File: config.mk
export PLATFORM = sky130hd
export DESIGN_NAME = fifo_playback_sequencer
export DESIGN_NICKNAME = d
export VERILOG_FILES = /design/src/rtl/fifo_playback_sequencer.sv
export SDC_FILE = /design/constraint.sdc
export NUM_CORES = 1
export LEC_CHECK = 0
export CAP_MARGIN = 20
export CORE_ASPECT_RATIO = 2
export CORE_MARGIN = 3
export CORE_UTILIZATION = 40
export DETAILED_ROUTE_END_ITERATION = 10
export GPL_ROUTABILITY_DRIVEN = 0
export PLACE_DENSITY = 0.6
export SYNTH_ARGS = -nofsm -noshare
export SYNTH_HDL_FRONTEND = slang
export SYNTH_SLANG_ARGS = --single-unit
File: constraint.sdc
create_clock -name clk -period 3.6 [get_ports clk]
set_input_delay 0.54 -clock clk [delete_from_list [all_inputs] [get_ports clk]]
set_output_delay 0.54 -clock clk [all_outputs]
set_load 0.03 [all_outputs]
File: src/rtl/fifo_playback_sequencer.sv
// Record/playback sequencer: turns save/play/abort button levels into single-cycle FIFO
// strobes, paces playback with an internal dwell counter and supports pause and overflow flagging.
module fifo_playback_sequencer #(
    parameter int unsigned DWELL_CYCLES = 50_000_000,
    parameter int unsigned DWELL_W      = 26,
    parameter int unsigned COUNT_W      = 4,
    parameter bit          AUTO_PLAY    = 1'b1
) (
    input  logic               clk,
    input  logic               reset_n,
    input  logic               save,
    input  logic               play,
    input  logic               abort,
    input  logic               fifo_empty,
    input  logic               fifo_full,
    output logic               fifo_wr_en,
    output logic               fifo_rd_en,
    output logic               fifo_clr,
    output logic               disp_load,
    output logic               overflow,
    output logic [COUNT_W-1:0] played_count,
    output logic [2:0]         lights
);

    typedef enum logic [2:0] {
        StIdle  = 3'd0,
        StWrite = 3'd1,
        StArmed = 3'd2,
        StRead  = 3'd3,
        StShow  = 3'd4,
        StPause = 3'd5
    } state_e;

    localparam logic [DWELL_W-1:0] DWELL_LAST = DWELL_W'(DWELL_CYCLES - 1);

    state_e               state_q, state_d;
    logic [DWELL_W-1:0]   dwell_q, dwell_d;
    logic [COUNT_W-1:0]   played_q, played_d;
    logic                 ovf_q, ovf_d;
    logic                 first_q, first_d;
    logic                 save_q, play_q, abort_q;
    logic                 save_edge, play_edge, abort_edge;
    logic                 dwell_done;

    assign save_edge  = save & ~save_q;
    assign play_edge  = play & ~play_q;
    assign abort_edge = abort & ~abort_q;
    assign dwell_done = (dwell_q == DWELL_LAST);

    always_ff @(posedge clk or negedge reset_n) begin
        if (!reset_n) begin
            state_q  <= StIdle;
            dwell_q  <= '0;
            played_q <= '0;
            ovf_q    <= 1'b0;
            first_q  <= 1'b0;
            save_q   <= 1'b0;
            play_q   <= 1'b0;
            abort_q  <= 1'b0;
        end else begin
            state_q  <= state_d;
            dwell_q  <= dwell_d;
            played_q <= played_d;
            ovf_q    <= ovf_d;
            first_q  <= first_d;
            save_q   <= save;
            play_q   <= play;
            abort_q  <= abort;
        end
    end

    always_comb begin
        state_d  = state_q;
        dwell_d  = dwell_q;
        played_d = played_q;
        ovf_d    = ovf_q;
        first_d  = 1'b0;
        unique case (state_q)
            StIdle: begin
                ovf_d = 1'b0;
                if (save_edge) state_d = StWrite;
            end
            StWrite: begin
                state_d = abort_edge ? StIdle : StArmed;
            end
            StArmed: begin
                if (abort_edge) begin
                    state_d = StIdle;
                end else if (save_edge) begin
                    if (fifo_full) ovf_d = 1'b1;
                    else           state_d = StWrite;
                end else if (play_edge && !fifo_empty) begin
                    state_d  = StRead;
                    played_d = '0;
                end else if (AUTO_PLAY && fifo_full) begin
                    state_d  = StRead;
                    played_d = '0;
                end
            end
            StRead: begin
                dwell_d = '0;
                if (abort_edge) begin
                    state_d = StIdle;
                end else begin
                    state_d = StShow;
                    first_d = 1'b1;
                end
            end
            StShow: begin
                dwell_d = dwell_q + DWELL_W'(1);
                if (first_q) played_d = played_q + COUNT_W'(1);
                // Abort beats expiry, and expiry swallows a coincident play press.
                if (abort_edge)      state_d = StIdle;
                else if (dwell_done) state_d = fifo_empty ? StIdle : StRead;
                else if (play_edge)  state_d = StPause;
            end
            StPause: begin
                if (abort_edge)     state_d = StIdle;
                else if (play_edge) state_d = StShow;
            end
            default: begin
                state_d = StIdle;
            end
        endcase
    end

    always_comb begin
        fifo_wr_en = 1'b0;
        fifo_rd_en = 1'b0;
        fifo_clr   = 1'b0;
        disp_load  = 1'b0;
        lights     = 3'b000;
        unique case (state_q)
            StIdle: begin
                fifo_clr = 1'b1;
                lights   = 3'b001;
            end
            StWrite: begin
                fifo_wr_en = 1'b1;
                lights     = 3'b111;
            end
            StArmed: lights = 3'b010;
            StRead: begin
                fifo_rd_en = 1'b1;
                lights     = 3'b111;
            end
            StShow: begin
                disp_load = first_q;
                lights    = 3'b100;
            end
            StPause: lights = 3'b110;
            default: lights = 3'b000;
        endcase
    end

    assign overflow     = ovf_q;
    assign played_count = played_q;

endmodule
==> results by group, run 1 <==
Drt
  – DR vias/cell: a little under 6
  – Via count: roughly 1700
  – Drt wl/cell: 15.9 um
  – Post-route ant nets: 0
  – Total Wirelength: 4.59 mm
  – Residual DRC: 0
  – DRT Pass-1 Iters: 4
  – Drt first-iter violations: 35

Clocking
  – TritonCTS clock tree: done
  – Post-CTS Setup Inserts: 0
  – Root cell of the clock tree: clkbuf_8
  – Post-cts sizing count: 0
  – CTS Hold Buffers Added: 0
  – CTS buffer count: 5
  – CTS Sinks: 38
  – Clk_lat worst skew: between 0.2 and 0.3 ns
  – CTS Buffer Depth: 2
  – Reg clk slew, reported paths: roughly 0.08 ns
  – CTS HTree Levels: 2

Pwr
  – Static Leak: about 0.94 nW
  – Sequential share of power: between 40% and 50%
  – VDD IR max: between 0.5 and 0.6 mV
  – Combinational group share of total power: between 30 and 40%
  – Sw frac: between 30% and 40%
  – Share of power burned in the clock network: a little under a quarter
  – Cell Int Power: ~820 uW
  – Sw Pwr: a little over 500 uW
  – Total Power: ~1.3 mW
  – PwrDens: around 560 nW/um2

Yosys
  – Sequential area share after synthesis: a little under half
  – Synth Area in Adders: 1.72%
  – Syn avg cell area: ~9.6 um2
  – Mapped Nets: between 200 and 250
  – Seq cells post-synth: 38
  – Post-Syn Area: roughly 2000 um2
  – Synth cell types: 44
  – Largest family of logic cells by synthesized area: simple AND/OR/NAND/NOR gates
  – Synth Area in Simple Gates: 25.1%
  – Syn. warnings: 0
  – Post-Synthesis Cells: about 210
  – Mux cell area share after synthesis: 4.61%
  – Post-synthesis compound-gate area fraction: 18.0%
  – Xor/xnor cell area share of the yosys netlist: less than 1%

Timing
  – Setup TNS: 0 ns
  – Worst slew pin tran: between 0.8 and 0.9 ns
  – Relative slew slack: roughly 44%
  – Unrepaired setup endpoints after global routing: no
  – Fmax: about 0.37 GHz
  – Final setup fails: 0
  – Clk_skew: about 0.013 ns
  – Slew Viols, Final: 0
  – Period utilisation layout: 75.9%
  – Final worst path period need: approximately 2.7 ns
  – Final Hold Viols: 0

Final layout
  – Most frequent cells in the layout: dfrtp_1 (38), nand3_1 (19), o21ai_0 (19), clkdlybuf4s50_1 (17), nand2_1 (16)
  – Fill cell count: ~480
  – Antenna diodes: 0
  – Share of layout cells above drive strength 1: a little under a tenth
  – Final Util: a little under half
  – Commonest non-fill, non-tap cell in the layout: dfrtp_1
  – Area Growth Syn to Fin: 15.5%
  – Final net count: roughly 240

Die
  – I/O Pins: 19
  – Row Count: 36
  – Die X: roughly 56 um
  – Core area: a little under 5000 um2
  – Die Ht: 107 um
  – Starting Density: a little over 40%
  – Die area: between 6000 and 7000 um2

Critical path
  – CP Capture Type: output port
  – CP Data Arrival Time: 2.19 ns
  – CP Data Required Time: 3.06 ns
  – Worst path max stage delay: ~0.68 ns
  – Cells along the critical path: nor3b_1 > buf_4 > and2_1 > clkdlybuf4s50_1
  – Critical Path Fanout Max: 17
  – CP bufs+invs: 2
  – Critical path depth in cells: 4
  – R2R depth: 5
  – Launching element type of the critical path: flip-flop
  – Slowest-stage cell, CP: clkdlybuf4s50_1
  – Crit path kind: reg2out
  – Family with the most delay on the worst path: buffers and inverters

GRT
  – GR Util All Layers: 16.6%
  – First-pass GRT wire length: 7.88 mm
  – Gr ovfl total: 0
  – Vias in the first global route: ~1600
  – Initial antenna violation count: 0
  – Largest net degree at the start of global routing: 39

Placement
  – I/O Buffers: 18
  – DP HPWL: 3.37 mm

Worst hold path
  – Worst min path class: in2async

Outcome
  – Status: complete, no violations

Flow run
  – Max_cap viols: 0
[area by class of cell]
cell class | instances | area [um2] | area share, %
clock buffer | 6 | 82.6 | 3.51
clock inverter | 2 | 12.5 | 0.532
inverter | 8 | 30.0 | 1.28
multi-input combinational | 157 | 1020 | 43.2
sequential | 38 | 951 | 40.4
tap | 57 | 71.3 | 3.03
timing repair buffer | 20 | 190 | 8.08
[cell families after synthesis]
| kind of cell | after synthesis |
|---|---|
| and+or+nand+nor | 91 |
| AOI/OAI and AO/OA | 53 |
| DFF | 38 |
| buffers and inverters | 17 |
| muxes | 9 |
| adders and majority gates | 3 |
| xor gates and xnor gates | 1 |
[registers in the layout (all words and copies together), names as in the netlist]
signal	cells
dwell_q	26
played_count	4
state_q	3
abort_q	1
first_q	1
overflow	1
play_q	1
save_q	1
[routing by layer]
layer,global-route usage (%),up-vias,part of all wire (%)
met5,0,-,0
met3,2.17,12,1.5
met1,18.4,815,40
li1,-,836,-
met2,29.4,17,55
met4,9.51,0,3.5
[synthesized netlist by cell type]
cell | count | area share [%]
nor3_1 | 6 | 1.5
a41oi_1 | 1 | 0.43
nand4_2 | 2 | 1.2
o31ai_1 | 7 | 2.6
nor3b_1 | 4 | 1.5
mux2i_1 | 6 | 2.9
or3b_2 | 2 | 0.86
o21ai_0 | 19 | 4.7
a21oi_1 | 7 | 1.7
nor2_1 | 13 | 2.4
nand4_1 | 6 | 1.8
a32oi_1 | 1 | 0.43
or4_2 | 1 | 0.43
o311ai_4 | 1 | 1.3
nor2b_1 | 4 | 1.2
o41ai_2 | 1 | 0.80
nand2b_1 | 4 | 1.2
mux2_2 | 3 | 1.7
and4bb_2 | 1 | 0.61
and3_1 | 1 | 0.31
a211oi_1 | 1 | 0.37
a21o_1 | 1 | 0.37
o21a_1 | 1 | 0.37
and4_1 | 3 | 1.3
a31oi_1 | 3 | 0.92
inv_1 | 8 | 1.5
a22o_1 | 2 | 0.86
nor4_1 | 4 | 1.2
ha_1 | 2 | 1.2
clkbuf_1 | 6 | 1.1
xor2_1 | 1 | 0.43
nand2_1 | 16 | 2.9
maj3_1 | 1 | 0.49
o311ai_0 | 1 | 0.43
nand3_1 | 19 | 4.7
dfrtp_1 | 38 | 47
and2_1 | 1 | 0.31
o211ai_1 | 4 | 1.5
nor4bb_1 | 1 | 0.49
or4_1 | 3 | 1.1
o41ai_1 | 2 | 0.86
buf_2 | 2 | 0.49
buf_4 | 1 | 0.37
o2bb2ai_1 | 1 | 0.43
[power by group through the flow]
stage | clock network [mW] | registers (mW) | logic, mW
final | 0.308 | 0.551 | 0.470
after global routing | 0.333 | 0.562 | 0.513
after CTS | 0.323 | 0.551 | 0.477
after detailed placement | 0 | 0.559 | 0.476
after global placement | 0 | 0.556 | 0.478
after floorplan | 0 | 0.544 | 0.310
[worst paths after layout]
path	from	to	slack [ns]
setup / recovery	state_q[1]	disp_load	0.87
hold / removal	reset_n	dwell_q[10]	0.35
setup reg to reg	state_q[1]	dwell_q[24]	0.99
hold reg to reg	dwell_q[23]	dwell_q[23]	0.50
max in group asynchronous	reset_n	abort_q	2.72
min in group clk	dwell_q[23]	dwell_q[23]	0.50
[stage by stage]
| stage | hold WS, ns | setup WS [ns] | cell area, um2 | cells |
|---|---|---|---|---|
| 2_1_floorplan | 0.244 | 1.47 | 2040 | 212 |
| 4_1_cts | 0.379 | 0.860 | 2350 | 288 |
| 3_3_place_gp | 0.489 | 1.07 | 2260 | 280 |
| 6_report | 0.352 | 0.866 | 2350 | 288 |
| 5_1_grt | 0.408 | 0.707 | 2350 | 288 |
| 3_5_place_dp | 0.481 | 1.03 | 2260 | 280 |
No activity file was read; power rests on OpenSTA's default activity.
==> inputs of run 2 (changes only) <==
==> constraint.sdc (replaced) <==
create_clock -name clk -period 2.7 [get_ports clk]
set_input_delay 0.405 -clock clk [delete_from_list [all_inputs] [get_ports clk]]
set_output_delay 0.405 -clock clk [all_outputs]
set_load 0.03 [all_outputs]
==> run 2 against run 1 <==
Compared with the run above:
- register-to-register slack worse by 0.61 ns
- power is 33% higher
- clock power is 21% higher
- sequential share of layout area is 0.40 points lower
- utilization is 0.48 points higher
- combinational power is 44% higher
- sequential power is 30% higher
- routed wire length is 7.5% higher
- critical endpoint is now fifo_rd_en
==> results by group, run 2 (synthesis gave the netlist of run 1 again) <==
GRT
  – First-pass GRT wire length: 8.44 mm (+7.1%)
  – Initial antenna violation count: 0 (unchanged)
  – Vias in the first global route: 1675 (+2.0%)
  – Gr ovfl total: 0 (unchanged)
  – GR Util All Layers: 18.1% (+1.5 points)
  – Largest net degree at the start of global routing: 39 (unchanged)

Critical path
  – Slowest-stage cell, CP: clkdlybuf4s50_1
  – CP Data Arrival Time: 1.96 ns (-0.23 ns)
  – R2R depth: 5 (unchanged)
  – Worst R2R End: dwell_q[24]
  – Crit path kind: reg2out
  – Reg-to-Reg Start: state_q[2]
  – Reg2reg setup slack: 0.38 ns (-0.61 ns)
  – Crit path capture: fifo_rd_en
  – Most frequent CP cell: inv_1
  – Crit path launch: state_q[2]
  – Cells along the critical path: inv_1 > nand3_1 > inv_1 > clkdlybuf4s50_1
  – Launching element type of the critical path: flip-flop
  – Critical Path Fanout Max: 12 (-5)
  – CP Data Required Time: 2.30 ns (-0.76 ns)
  – CP Capture Type: output port
  – Worst path max stage delay: 0.70 ns (+0.02 ns)

Die
  – I/O Pins: 19 (unchanged)
  – Die X: 56.5 um (unchanged)
  – Die Ht: 107 um (unchanged)
  – Row Count: 36 (unchanged)
  – Die area: 6040 um2 (unchanged)
  – Core area: 4910 um2 (unchanged)
  – Starting Density: 41.5% (unchanged)

Final layout
  – Commonest non-fill, non-tap cell in the layout: dfrtp_1
  – Final Cell Area: 2380 um2 (+1.0%)
  – Area Growth Syn to Fin: 16.7%
  – Biggest register: dwell_q
  – Antenna diodes: 0 (unchanged)
  – Fill cell count: 454 (-6.2%)
  – Final Util: 48.4% (+0.48 points)
  – Share of layout cells above drive strength 1: 11.0% (+1.5 points)
  – Max reg flops: 26 (unchanged)
  – Fin cells: 293 (+1.7%)
  – Most frequent cells in the layout: dfrtp_1 (38), nand3_1 (19), o21ai_0 (19), nand2_1 (16), clkdlybuf4s50_1 (16)
  – Final net count: 245 (+2.5%)

Timing
  – Final hold slack: 0.217 ns (-0.134 ns)
  – Setup TNS: 0 ns (unchanged)
  – Period utilisation layout: 87.4%
  – Relative slew slack: 41.9% (-2.2 points)
  – Fmax: 0.424 GHz
  – Clk_skew: 0.00897 ns (-0.00395 ns)
  – Final worst path period need: ~2.4 ns
  – Final Hold Viols: 0 (unchanged)
  – Unrepaired setup endpoints after global routing: no
  – Slew Viols, Final: 0 (unchanged)
  – Worst slew pin tran: 0.872 ns (+0.0323 ns)
  – Final setup fails: 0 (unchanged)

Placement
  – DP HPWL: 3.53 mm (+4.9%)
  – Placed Area: 2300 um2 (+1.9%)
  – I/O Buffers: 18 (unchanged)
  – Placed instance count: 286 (+2.1%)

Pwr
  – Sw frac: 38.9% (+0.36 points)
  – Sequential share of power: 40.5% (-1.0 points)
  – Static Leak: 0.965 nW (+2.4%)
  – Share of power burned in the clock network: 21.2% (-1.9 points)
  – Sw Pwr: 686 uW (+34%)
  – Combinational group share of total power: 38.4% (+3.0 points)
  – Cell Int Power: 1.08 mW (+32%)
  – VDD IR max: 0.800 mV (+59%)
  – PwrDens: 743 nW/um2 (+32%)

Clocking
  – CTS Hold Buffers Added: 0 (unchanged)
  – CTS Sinks: 38 (unchanged)
  – CTS Buffer Depth: 2 (unchanged)
  – Root cell of the clock tree: clkbuf_8
  – Post-cts sizing count: 0 (unchanged)
  – CTS HTree Levels: 2 (unchanged)
  – TritonCTS clock tree: done
  – Reg clk slew, reported paths: 0.07 ns (about the same)
  – Clk_lat worst skew: 0.30 ns (about the same)
  – CTS buffer count: 5 (unchanged)
  – Post-CTS Setup Inserts: 0 (unchanged)

Drt
  – Drt first-iter violations: 34 (-2.9%)
  – Drt wl/cell: 16.8 um (+5.6%)
  – DRT Pass-1 Iters: 4 (unchanged)
  – Total Wirelength: 4.93 mm (+7.5%)
  – Residual DRC: 0 (unchanged)
  – Post-route ant nets: 0 (unchanged)
  – Via count: 1711 (+1.8%)
  – DR vias/cell: 5.84 (+0.11%)

Worst hold path
  – Worst min path class: in2async

Outcome
  – Status: complete, no violations

Flow run
  – Max_cap viols: 0 (unchanged)
run 2: cell types whose count changed in the layout (fill, tap and decap cells not counted):
cell / before / now
buf_4: 2 / 9
clkbuf_1: 0 / 2
clkbuf_8: 6 / 5
clkdlybuf4s50_1: 17 / 16
clkinv_2: 1 / 0
clkinvlp_4: 1 / 0
run 2: final cells by class:
class                           instances  area (um2)  area share, %
Multi-Input combinational cell        157        1020           42.7
Timing Repair Buffer                   26         233           9.79
Sequential cell                        38         951           40.0
Clock buffer                            7        76.3           3.21
Inverter                                8        30.0           1.26
Tap cell                               57        71.3           3.00
run 2: through the flow:
step,total power [mW],setup WS (ns)
global route,1.87,0.203
CTS,1.78,0.334
detailed placement,1.41,0.387
global placement,1.40,0.394
finish,1.77,0.340
floorplan,1.14,0.571
run 2: power by group through the flow:
| stage | logic (mW) | registers [mW] | clock network, mW |
|---|---|---|---|
| 3_5_place_dp | 0.682 | 0.724 | 0 |
| 2_1_floorplan | 0.413 | 0.725 | 0 |
| 4_1_cts | 0.685 | 0.714 | 0.383 |
| 5_1_grt | 0.735 | 0.728 | 0.405 |
| 6_report | 0.678 | 0.714 | 0.374 |
| 3_3_place_gp | 0.676 | 0.724 | 0 |
run 2: layer usage:
metal	track usage (%)	routed length (um)	vias to the layer above
met2	31.6	2660	25
met4	8.15	126	0
li1	-	-	854
met3	3.61	111	10
met1	20.9	2030	822
met5	0	0	-
run 2: worst min-delay path by stage:
stage / to / slack [ns] / depth (start not counted)
2_1_floorplan: abort_q / 0.11 / 0
3_3_place_gp: dwell_q[23] / 0.49 / 1
3_5_place_dp: dwell_q[23] / 0.49 / 1
4_1_cts: played_count[3] / 0.25 / 1
5_1_grt: played_count[3] / 0.27 / 1
6_report: played_count[0] / 0.22 / 1
run 2: critical path, delay by kind of cell, from the launching register on:
kind                   cells  cell delay, ns
AND/OR/NAND/NOR            1            0.10
buffers and inverters      3            1.04
flip-flops                 1            0.52
==> inputs of run 3 (changes only) <==
--- a/config.mk
+++ b/config.mk
@@ -5,13 +5,14 @@
 export SDC_FILE = /design/constraint.sdc
 export NUM_CORES = 1
 export LEC_CHECK = 0
+export ABC_AREA = 1
 export CAP_MARGIN = 20
 export CORE_ASPECT_RATIO = 2
 export CORE_MARGIN = 3
 export CORE_UTILIZATION = 40
 export DETAILED_ROUTE_END_ITERATION = 10
 export GPL_ROUTABILITY_DRIVEN = 0
-export PLACE_DENSITY = 0.6
+export PLACE_DENSITY = 0.59
 export SYNTH_ARGS = -nofsm -noshare
 export SYNTH_HDL_FRONTEND = slang
 export SYNTH_SLANG_ARGS = --single-unit
==> run 3 against run 2 <==
Compared with the run above:
- combinational power up 8.1%
- clock-buffer cell count up 1
- fmax down 1.6%
- non-clock buffer count down 7
- via count up 28%
- sequential power about the same
- flip-flop and latch count unchanged
- power up 18%
- clock power up 72%
- final cell count up 44%
- critical endpoint is now disp_load
==> results by group, run 3 <==
Die
  – Die Ht: 115 um (+7.5%)
  – Row Count: 39 (+8.3%)
  – Die X: 60.5 um (+7.1%)
  – I/O Pins: 19 (unchanged)
  – Die area: 6950 um2 (+15%)
  – Core area: 5710 um2 (+16%)
  – Starting Density: 41.6% (+0.11 points)

GRT
  – Gr ovfl total: 0 (unchanged)
  – GR Util All Layers: 20.4% (+2.3 points)
  – Vias in the first global route: 2228 (+33%)
  – Largest net degree at the start of global routing: 39 (unchanged)
  – Initial antenna violation count: 0 (unchanged)
  – First-pass GRT wire length: 10.5 mm (+24%)

Outcome
  – Status: complete, no violations

Drt
  – DR vias/cell: 5.19 (-11%)
  – Drt first-iter violations: 53 (+56%)
  – Drt wl/cell: 14.7 um (-13%)
  – Total Wirelength: 6.20 mm (+26%)
  – Post-route ant nets: 0 (unchanged)
  – DRT Pass-1 Iters: 4 (unchanged)
  – Via count: 2186 (+28%)
  – Residual DRC: 0 (unchanged)

Yosys
  – Post-synth EDFFs: 0 (unchanged)
  – Mux cell area share after synthesis: 0.421% (-4.2 points)
  – Post-synthesis compound-gate area fraction: 9.85% (-8.1 points)
  – Synth Area in Adders: 1.05% (-0.67 points)
  – Post-synth top area share: 40.0% (-6.6 points)
  – Post-Synthesis Cells: 337 (+59%)
  – Synth cell types: 32 (-27%)
  – Synth Area in Simple Gates: 40.1% (+15 points)
  – Area contributors post-synth: dfrtp_1 (40%), nand2_1 (14%), nor2_1 (7.6%), inv_1 (7.1%), nand3_1 (6.7%)
  – Syn. warnings: 0 (unchanged)
  – Synth top cells by count: nand2_1 (90), nor2_1 (48), inv_1 (45)
  – Largest family of logic cells by synthesized area: simple AND/OR/NAND/NOR gates
  – Post-synth ARST share: 100% (unchanged)
  – Xor/xnor cell area share of the yosys netlist: 0.369% (-0.061 points)
  – Mapped Nets: 346 (+57%)
  – Top FF cell, synth: dfrtp_1
  – Cell accounting for the most synthesized area: dfrtp_1
  – Count leader, synth: nand2_1
  – Sequential area share after synthesis: 40.0% (-6.6 points)
  – Syn avg cell area: 7.05 um2 (-27%)
  – Seq cells post-synth: 38 (unchanged)
  – Post-Syn Area: 2370 um2 (+17%)

Clocking
  – CTS Buffer Depth: 2 (unchanged)
  – CTS Hold Buffers Added: 0 (unchanged)
  – Post-CTS Setup Inserts: 0 (unchanged)
  – CTS buffer count: 5 (unchanged)
  – TritonCTS clock tree: done
  – Reg clk slew, reported paths: 0.06 ns (about the same)
  – CTS HTree Levels: 2 (unchanged)
  – Post-cts sizing count: 0 (unchanged)
  – Root cell of the clock tree: clkbuf_16
  – CTS Sinks: 38 (unchanged)
  – Clk_lat worst skew: 0.28 ns (-0.02 ns)

Critical path
  – Critical Path Fanout Max: 12 (unchanged)
  – Crit path kind: reg2out
  – Launching element type of the critical path: flip-flop
  – CP Capture Type: output port
  – CP Data Arrival Time: 1.99 ns (+0.03 ns)
  – CP Data Required Time: 2.30 ns (about the same)

Final layout
  – Biggest register: dwell_q
  – Final net count: 368 (+50%)
  – Max reg flops: 26 (unchanged)
  – Share of layout cells above drive strength 1: 8.61% (-2.4 points)
  – Area Growth Syn to Fin: 17.1%
  – Most frequent cells in the layout: nand2_1 (90), nor2_1 (48), inv_1 (45), dfrtp_1 (38), nand3_1 (32)
  – Antenna diodes: 0 (unchanged)
  – Fin cells: 421 (+44%)
  – Commonest non-fill, non-tap cell in the layout: nand2_1

Placement
  – Placed instance count: 413 (+44%)
  – I/O Buffers: 18 (unchanged)
  – DP HPWL: 4.86 mm (+38%)

Timing
  – Final worst path period need: 2.40 ns (+0.0393 ns)
  – Clk_skew: 0.00416 ns (-0.00481 ns)
  – Slew Viols, Final: 0 (unchanged)
  – Worst slew pin tran: 0.863 ns (-0.00855 ns)
  – Final Hold Viols: 0 (unchanged)
  – Fmax: 0.417 GHz (-1.6%)
  – Setup TNS: 0 ns (unchanged)
  – Relative slew slack: 42.5% (+0.57 points)
  – Final setup fails: 0 (unchanged)
  – Final hold slack: 0.235 ns (+0.0171 ns)
  – Period utilisation layout: 88.9% (+1.5 points)
  – Unrepaired setup endpoints after global routing: no

Worst hold path
  – Worst min path class: in2async

Pwr
  – Static Leak: 1.25 nW (+30%)
  – VDD IR max: 0.622 mV (-22%)
  – PwrDens: 752 nW/um2 (+1.3%)

Flow run
  – Max_cap viols: 0 (unchanged)
-- run 3: routing by layer --
metal / GRT usage [%] / part of all wire [%] / wire, um / up-vias
met5: 0 / 0 / 0 / -
met1: 20.4 / 36 / 2240 / 998
met2: 37.1 / 56 / 3460 / 43
met4: 13.3 / 5.7 / 354 / 0
li1: - / - / - / 1124
met3: 2.70 / 2.4 / 147 / 21
-- run 3: power by group --
part / internal [mW] / switching (mW) / total [mW]
sequential: 0.629 / 0.0868 / 0.716
combinational: 0.253 / 0.480 / 0.733
clock: 0.418 / 0.225 / 0.643
total: 1.30 / 0.791 / 2.09
-- run 3: worst paths after layout --
kind | from | endpoint | slack, ns | cells after the start
worst min-delay path | reset_n | dwell_q[14] | 0.23 | 1
worst max-delay path | state_q[1] | disp_load | 0.30 | 4
min in group clk | dwell_q[0] | dwell_q[0] | 0.51 | 1
worst min register to register | dwell_q[0] | dwell_q[0] | 0.51 | 1
max in group asynchronous | reset_n | dwell_q[10] | 1.92 | 1
worst max register to register | state_q[0] | dwell_q[1] | 0.75 | 7
-- run 3: kinds of logic after synthesis --
kind of cell	Yosys count
muxes	1
xor gates and xnor gates	1
AOI/OAI and AO/OA	42
and+or+nand+nor	203
buffers and inverters	50
adders and majority gates	2
DFF	38
-- run 3: final cells by class --
cell class              instances  area [um2]
well taps                      61        76.3
inverters                      46         174
flip-flops and latches         38         951
multi-input cells             249        1230
repair buffers                 19         183
fillers                       583        2930
clock buffers                   8         166
-- run 3: critical path, stage by stage (launching register included) --
cell and delay, ns:
dfrtp_1 0.52, nor2_4 0.19, nand2_4 0.13, nor2_2 0.17, clkdlybuf4s50_1 0.69
-- run 3: metrics by stage --
stage          cell area [um2]  total power, mW  setup slack (ns)  utilization (%)
6_report                  2780             2.09             0.301             48.7
5_1_grt                   2780             2.22             0.161             48.7
4_1_cts                   2780             2.11             0.301             48.7
3_5_place_dp              2610             1.46             0.612             45.8
3_3_place_gp              2610             1.46             0.632             45.8
2_1_floorplan             2370             1.19             0.996                -
==> patch, RTL diff (settings of run 2) <==
Reset style: synchronous (`reset_n`), changed in one clocked block.
--- a/src/rtl/fifo_playback_sequencer.sv
+++ b/src/rtl/fifo_playback_sequencer.sv
@@ -47,7 +47,7 @@
     assign abort_edge = abort & ~abort_q;
     assign dwell_done = (dwell_q == DWELL_LAST);
 
-    always_ff @(posedge clk or negedge reset_n) begin
+    always_ff @(posedge clk) begin
         if (!reset_n) begin
             state_q  <= StIdle;
             dwell_q  <= '0;
Behaviour: differs if reset_n is asserted again (counterexample within 4 cycles, from zero or initial values and one cycle with reset_n low); with reset_n held inactive, the same outputs for 10 cycles.
==> patch against run 2 <==
  * Routed wire length rose by 1.2%
  * Sequential cell count did not move
  * Cell area up 0.68%
  * Critical endpoint unchanged
  * Setup slack lost 52 ps
  * Largest cell class unchanged
  * Area after synthesis decreased by 1.1%
  * First-iteration DRC count is 97% higher
  * Critical path type unchanged
  * Clock skew decreased by 2.2 ps
Power is not compared: it rests on default switching activity, and its combinational part moved more than twofold at a synthesized area within 25%.
==> patch: results (changes against run 2) <==
- R2R Path End: dwell_q[14]$_SDFFE_PN0P_ (was dwell_q[24]$_DFFE_PN0P_)
- Met1 Use GR: 0.202 (was 0.209)
- Number of global-route vias before repair: 1,842 (was 1,675)
- Synth top area cells: dfxtp_1 (38%), nor2_1 (5.6%), a21oi_1 (5.5%) (was dfrtp_1 (47%), nand3_1 (4.7%), o21ai_0 (4.7%))
- CP startpoint: state_q[2]$_SDFFE_PN0P_ (was state_q[2]$_DFFE_PN0P_)
- Largest net degree at the start of global routing: 18 (was 39)
- Routed vias: 1,893 (was 1,711)
- Via density: 5.67 (was 5.84)
- Register-to-register setup slack: 510 ps (was 380 ps)
- Netlist cell types: 50 (was 44)
- Most frequent cells after synthesis: dfxtp_1 (38), nor2_1 (30), nand2_1 (25), a21oi_1 (22), nand3_1 (17) (was dfrtp_1 (38), nand3_1 (19), o21ai_0 (19), nand2_1 (16), nor2_1 (13))
- Post-Place Worst Slack: 439 ps (was 387 ps)
- Grt met3 use: 0.0267 (was 0.0361)
- Met2 Track Usage GR: 0.319 (was 0.316)
- Post-DP HPWL: 3.62 mm (was 3.53 mm)
- GR Util All Layers: 0.180 (was 0.181)
- Worst min path class: flop to flop (was primary input to asynchronous set/reset pin)
- Worst slew pin tran: 495 ps (was 872 ps)
- WHS: 478 ps (was 217 ps)
- Arr. time, crit path: 2010 ps (was 1960 ps)
- Clock skew: 6.79 ps (was 8.97 ps)
- Status: complete, no violations (unchanged)
- Placed cells: 326 (was 286)
- Ys async rst share: 0 (was 1.00)
- Cells after Synth: 259 (was 212)
- Layout cells sized above 1: 0.0866 (was 0.110)
- First-pass GRT wire length: 8.63 mm (was 8.44 mm)
- Worst Path Max Fanout: 14 (was 12)
- Synth Net Count: 268 (was 221)
- IR drop worst, VDD: 0.415 mV
patch: cell count changes in the layout (fill, tap and decap cells not counted), moves of 5 or more:
cell	delta
a21oi_1	+15
nor2_1	+17
nor3_1	+5
o21ai_0	-12
o31ai_1	-5
nand2_1	+9
dfrtp_1	-38
dfxtp_1	+37
patch: critical path: cells and delay by family, from the launching register on:
family                 cells  cell delay, ps
AND/OR/NAND/NOR            2             400
flip-flops                 1             440
buffers and inverters      2             880
patch: per-layer routing:
layer  vias to the layer above  part of all wire  routed length, um
met3                        13             0.025                126
met5                         -                 0                  0
met4                         0             0.030                149
met2                        25              0.52               2620
li1                        974                 -                  -
met1                       881              0.42               2100
patch: power groups by stage:
stage	sequential, uW	combinational (uW)	clock [uW]
floorplan	585	108	0
global placement	595	159	0
detailed placement	595	158	0
CTS	582	159	621
global route	585	171	634
finish	583	158	603
patch: layout make-up:
type | count | area (um^2)
Clock buffer | 6 | 82.6
Clock inverter | 2 | 60.1
Timing Repair Buffer | 23 | 215
Tap cell | 57 | 71.3
Inverter | 9 | 33.8
Sequential cell | 38 | 762
Multi-Input combinational cell | 199 | 1170
Fill cell | 502 | 2470
patch: kinds of logic after synthesis:
| group | Yosys count | synth area share |
|---|---|---|
| buffers and inverters | 22 | 0.0422 |
| adder cells (fa/ha/maj) | 2 | 0.0124 |
| AND/OR/NAND/NOR | 132 | 0.348 |
| AO/OA/AOI/OAI | 60 | 0.194 |
| multiplexers | 5 | 0.0255 |
| flip-flops | 38 | 0.378 |
patch: how the worst max path moves through the flow:
stage	depth (start not counted)	endpoint	slack (ps)
2_1_floorplan	6	state_q[0]$_SDFFE_PN0P_	690
3_3_place_gp	7	played_count[2]$_SDFFE_PN0P_	460
3_5_place_dp	7	played_count[2]$_SDFFE_PN0P_	440
4_1_cts	4	fifo_rd_en	150
5_1_grt	4	fifo_rd_en	140
6_report	4	fifo_rd_en	290
patch: metrics by stage:
stage	area, um^2	total power, uW
after global placement	2250	754
after detailed placement	2250	754
after CTS	2390	1360
after global routing	2390	1390
after floorplan	2010	693
final	2390	1340
